**src/rtl/m_mem_arbiter.sv**
```systemverilog
// rtl/m_mem_arbiter.sv - single-port memory arbiter between instruction fetch and data ports
module m_mem_arbiter #(
  parameter int ADDR_W     = 12,
  parameter int DATA_W     = 32,
  parameter int STARVE_MAX = 3,
  parameter int CNT_W      = 32
) (
  input  logic              w_clk,
  input  logic              w_rst,
  input  logic              w_i_req,
  input  logic [ADDR_W-1:0] w_i_addr,
  output logic              w_i_gnt,
  output logic              r_i_vld,
  output logic [DATA_W-1:0] w_i_rdata,
  input  logic              w_d_req,
  input  logic              w_d_we,
  input  logic [ADDR_W-1:0] w_d_addr,
  input  logic [DATA_W-1:0] w_d_din,
  output logic              w_d_gnt,
  output logic              r_d_vld,
  output logic [DATA_W-1:0] w_d_rdata,
  output logic [ADDR_W-1:0] w_m_addr,
  output logic              w_m_we,
  output logic [DATA_W-1:0] w_m_din,
  input  logic [DATA_W-1:0] w_m_dout,
  output logic [CNT_W-1:0]  r_conf_cnt,
  output logic [CNT_W-1:0]  r_istall_cnt
);

  // Priority mode: data wins until IF has lost STARVE_MAX times in a row
  typedef enum logic {D_PRI, I_PRI} prio_e;

  localparam logic [3:0]       LP_MAX = 4'(STARVE_MAX);
  localparam logic [CNT_W-1:0] LP_ONE = CNT_W'(1);

  logic [3:0] r_starve;
  prio_e      w_mode;

  assign w_mode = (r_starve == LP_MAX) ? I_PRI : D_PRI;

  // Both read ports see the memory's registered output directly
  assign w_i_rdata = w_m_dout;
  assign w_d_rdata = w_m_dout;

  // Grant selection and memory drive; nothing is granted while in reset
  always_comb begin
    w_i_gnt  = 1'b0;
    w_d_gnt  = 1'b0;
    w_m_addr = '0;
    w_m_we   = 1'b0;
    w_m_din  = '0;
    if (!w_rst) begin
      if (w_i_req && (!w_d_req || (w_mode == I_PRI))) begin
        w_i_gnt  = 1'b1;
        w_m_addr = w_i_addr;
      end else if (w_d_req) begin
        w_d_gnt  = 1'b1;
        w_m_addr = w_d_addr;
        w_m_we   = w_d_we;
        w_m_din  = w_d_din;
      end
    end
  end

  // Starvation tracking, read-valid flags and saturating contention counters
  always_ff @(posedge w_clk) begin
    if (w_rst) begin
      r_starve     <= 4'd0;
      r_i_vld      <= 1'b0;
      r_d_vld      <= 1'b0;
      r_conf_cnt   <= '0;
      r_istall_cnt <= '0;
    end else begin
      r_i_vld <= w_i_gnt;
      r_d_vld <= w_d_gnt & ~w_d_we;
      if (w_i_req && !w_i_gnt) begin
        r_starve <= (r_starve == LP_MAX) ? LP_MAX : r_starve + 4'd1;
        if (r_istall_cnt != '1) r_istall_cnt <= r_istall_cnt + LP_ONE;
      end else begin
        r_starve <= 4'd0;
      end
      if (w_i_req && w_d_req && (r_conf_cnt != '1)) r_conf_cnt <= r_conf_cnt + LP_ONE;
    end
  end

endmodule

```
**config.mk**
```make
export PLATFORM = sky130hd
export DESIGN_NAME = m_mem_arbiter
export DESIGN_NICKNAME = d
export VERILOG_FILES = /design/src/rtl/m_mem_arbiter.sv
export SDC_FILE = /design/constraint.sdc
export NUM_CORES = 1
export LEC_CHECK = 0
export CORE_AREA = 10 10 113 140
export DETAILED_ROUTE_END_ITERATION = 10
export DIE_AREA = 0 0 123 150
export HOLD_SLACK_MARGIN = 0.06
export PLACE_DENSITY = 0.89
export SYNTH_ARGS = -nofsm -noshare
export SYNTH_HDL_FRONTEND = slang
export SYNTH_SLANG_ARGS = --single-unit
```
**constraint.sdc**
```tcl
create_clock -name w_clk -period 2.5 [get_ports w_clk]
set_clock_uncertainty 0.05 [all_clocks]
set_input_delay 0.25 -clock w_clk [delete_from_list [all_inputs] [get_ports w_clk]]
set_output_delay 0.25 -clock w_clk [all_outputs]
set_load 0.03 [all_outputs]
```
==> impl_metrics.py, run 1 <==
metrics = {
    "floorplan": {
        "boundaryPins": 270,
        "start_util_pct": 33.43,
        "die-area_um2": 18450,
        "core_outline_area_um2": 13110,
        "dieWidth_um": 123,
        "die_height_um": 150,
        "core.rowCount": 47,
    },
    "grt": {
        "global_route.usage.met2_pct": 26.10,
        "global_route.usage.total_pct": 14.97,
        "globalRouteMet1Util_pct": 16.97,
        "grt.met3_usage_pct": 3.619,
        "global_route.overflow_total": 0,
        "largest_net_degree_at_the_start_of_global_routing": 77,
        "grt_antenna_before_repair": 1,
        "first_global_vias": 4289,
        "busiest_layer": "met2",
        "first_pass_grt_wire_length_mm": 22.38,
    },
    "placement": {
        "detailedPlacementHpwl_mm": 11.56,
        "gp_congestion": 0.8139,
        "place.detailed.instances": 839,
        "dpl-instance-area_um2": 6008,
        "dp_slack_ps": -106.2,
        "portBuffers": 173,
    },
    "setup_path": {
        "criticalPathCategory": "reg -> reg",
        "critical_path.startpoint": "r_conf_cnt[17]",
        "cp.buffers_inverters": 1,
        "critical_path.reg2reg.endpoint": "r_conf_cnt[5]",
        "max_stage_delay_ps": 550,
        "cp.depth": 6,
        "worst_setup_path_end_kind": "register",
        "start_kind": "register",
        "critPathTopFamily": "simple AND/OR/NAND/NOR gates",
        "arrival_ps": 2490,
        "crit_fanout": 11,
        "regToRegSetupSlack_ps": 170,
        "slowest_library_cell_on_the_worst_path": "sky130_fd_sc_hd__nor4_2",
        "crit_chain": "nand4_1 -> nor4_2 -> buf_4 -> a21o_1 -> nor2_1 -> mux2_2",
        "reg2reg_from": "r_conf_cnt[17]",
        "cp_data_required_time_ps": 2670,
        "timing.reg2reg.worst_path_depth": 6,
        "cp_endpoint": "r_conf_cnt[5]",
    },
    "sta": {
        "report.final.slew_viol_count": 0,
        "hold_slack_ps": 105.5,
        "finalSetupViolations": 0,
        "clock.fmax_ghz": 0.4300,
        "grt_setup_unrepaired": "false",
        "hold_viol_final": 0,
        "layout_setup_ws_ps": 174.4,
        "tightestPinTransition_ps": 793.3,
        "post-route-min-period_ps": 2326,
        "timing.max_slew.rel_slack_pct": 47.11,
        "min_period_over_period_pct": 93.03,
    },
    "route": {
        "route.detailed.vias_per_inst": 5.149,
        "final_antenna_net_count": 0,
        "postRouteWirelength_mm": 14.86,
        "route.detailed.wl_per_inst_um": 17.38,
        "drt_pass1_iterations": 4,
        "dr.first_iter.drc_count": 170,
        "detail_route.drc_violations": 0,
        "route.vias.total": 4402,
    },
    "cts": {
        "cts_tree": "built",
        "cts_buffers": 9,
        "worst_setup_hold_path_clk_slew_ps": 60,
        "cts-root-to-sink-buffers": 2,
        "clk-insertion-delay-late_ps": 330,
        "cts.root.buffer_cell": "sky130_fd_sc_hd__clkbuf_16",
        "htree_levels": 3,
        "clock_tree_sinks": 70,
        "cts.repair_timing.setup_buffer_count": 0,
    },
    "synthesis": {
        "synth_enable_flop_cells": 0,
        "synth-seq-cells": 70,
        "netlist_area_um2": 4384,
        "synthesized_area_divided_by_synthesized_cell_count_um2": 7.986,
        "synthCells": 549,
        "synth.top_cells.by_count": "70 x sky130_fd_sc_hd__dfxtp_1, 66 x sky130_fd_sc_hd__buf_4, 42 x sky130_fd_sc_hd__nor2_1",
        "synth_top_area_share_pct": 31.96,
        "yosysUniqueCellTypes": 42,
        "synth.net_count": 645,
        "synth_largest_area_cell": "sky130_fd_sc_hd__dfxtp_1",
        "synth_seq_area_share_pct": 31.96,
        "dominantRegCellSynth": "sky130_fd_sc_hd__dfxtp_1",
        "yosysMostFrequentCell": "sky130_fd_sc_hd__dfxtp_1",
        "synth-async-reset-ratio_pct": 0,
        "synth_warnings": 0,
        "post_synth_main_area_contributors": "sky130_fd_sc_hd__dfxtp_1 32%, sky130_fd_sc_hd__buf_4 11%, sky130_fd_sc_hd__and2_1 5.3%",
    },
    "layout": {
        "fill_cells": 1238,
        "instances_no_fill": 855,
        "multi_input_area_um2": 2359,
        "num_antenna_cells": 0,
        "regArea_um2": 1404,
        "fin_area_um2": 6391,
        "finalNetCount": 775,
        "drive_above_1_share_pct": 19.01,
        "area_growth_syn_to_layout_pct": 45.78,
    },
    "job": {
        "max-cap-violations": 0,
    },
    "power": {
        "power.leakage_uw": 0.002271,
        "power_density_nw_per_um2": 492.7,
        "maximum_vdd_drop_v": 0.0003375,
    },
    "status": {
        "run_status": "completed",
    },
    "hold_path": {
        "worst_hold_path_type": "in -> reg",
    },
}
## per-layer routing
metal	up-vias	routed length [um]
li1	2171	-
met1	2078	5761
met2	120	7902
met3	33	909
met4	0	286
met5	-	0
## state kept, by name (all words and copies together), names as in the netlist
name / count
r_conf_cnt: 32
r_d_vld: 1
r_starve: 4
r_i_vld: 1
r_istall_cnt: 32
## area by class of cell
type	instances	area share, %
clock buffers	11	3.955
repair buffers	209	31.17
multi-input cells	378	36.90
well taps	171	3.348
inverters	11	0.6460
clock inverters	5	2.016
flip-flops and latches	70	21.97
## worst min path at each step
| stage | from | endpoint | slack [ps] | cells after the start |
|---|---|---|---|---|
| 2_1_floorplan | w_d_we | r_d_vld | 270 | 1 |
| 3_3_place_gp | r_starve[0] | r_starve[0] | 400 | 1 |
| 3_5_place_dp | r_starve[0] | r_starve[0] | 420 | 1 |
| 4_1_cts | w_rst | r_conf_cnt[2] | 100 | 2 |
| 5_1_grt | w_rst | r_conf_cnt[2] | 120 | 2 |
| 6_report | w_rst | r_conf_cnt[2] | 110 | 2 |
## through the flow
step                power (uW)  util, %  setup TNS, ps
finish                    3149    48.74              0
global route              3255    48.74              0
CTS                       3182    48.73              0
detailed placement        1560    45.82         -334.7
global placement          1555    45.82         -94.24
floorplan                 1525        -              0
## logic make-up after synthesis
kind of cell	count (synthesis)	synth area share, %
adder cells (fa/ha/maj)	3	0.8563
flip-flops	70	31.96
AO/OA/AOI/OAI	98	13.90
XOR/XNOR	15	2.997
buffers and inverters	101	14.36
AND/OR/NAND/NOR	248	32.39
multiplexers	14	3.539
## where the power goes
group,internal (uW),total [uW],switching (uW)
Sequential,1120,1130,7.00
Clock,1130,1610,483
Combinational,202,403,202
Total,2460,3150,691
## layout by cell type, fill, tap and decap left out, types with 3 or more instances in the layout
master                              n
sky130_fd_sc_hd__a211oi_1           8
sky130_fd_sc_hd__o31ai_1           13
sky130_fd_sc_hd__o21ai_0           20
sky130_fd_sc_hd__nor2b_1           13
sky130_fd_sc_hd__clkbuf_16          9
sky130_fd_sc_hd__nor3_1             6
sky130_fd_sc_hd__inv_1             11
sky130_fd_sc_hd__clkdlybuf4s50_1  125
sky130_fd_sc_hd__or4_1             13
sky130_fd_sc_hd__nor4_1            15
sky130_fd_sc_hd__dfxtp_1           68
sky130_fd_sc_hd__nor2_1            42
sky130_fd_sc_hd__mux2_2            12
sky130_fd_sc_hd__or2_2              8
sky130_fd_sc_hd__buf_4             74
sky130_fd_sc_hd__bufinv_16          4
sky130_fd_sc_hd__nand2_1           25
sky130_fd_sc_hd__and2_1            37
sky130_fd_sc_hd__a22o_1            12
sky130_fd_sc_hd__nand4_1           23
sky130_fd_sc_hd__or3_1             23
sky130_fd_sc_hd__nand3_1           21
sky130_fd_sc_hd__xnor2_1           13
sky130_fd_sc_hd__and3_1             8
sky130_fd_sc_hd__buf_12             9
sky130_fd_sc_hd__ha_1               3
sky130_fd_sc_hd__a21oi_1           38
## repair_timing
item,CTS,global route
hold buffers,0,0
setup endpoints to repair,0,1
gates resized for setup,0,1
Power figures use the tool's default switching activity.
==> inputs of run 2 (changes only) <==
--- a/config.mk
+++ b/config.mk
@@ -8,6 +8,7 @@
 export CORE_AREA = 10 10 113 140
 export DETAILED_ROUTE_END_ITERATION = 10
 export DIE_AREA = 0 0 123 150
+export GPL_ROUTABILITY_DRIVEN = 1
 export HOLD_SLACK_MARGIN = 0.06
 export PLACE_DENSITY = 0.89
 export SYNTH_ARGS = -nofsm -noshare
==> results of run 2 <==
Same layout as run 1: the final DEF is identical, and so are final timing and power.
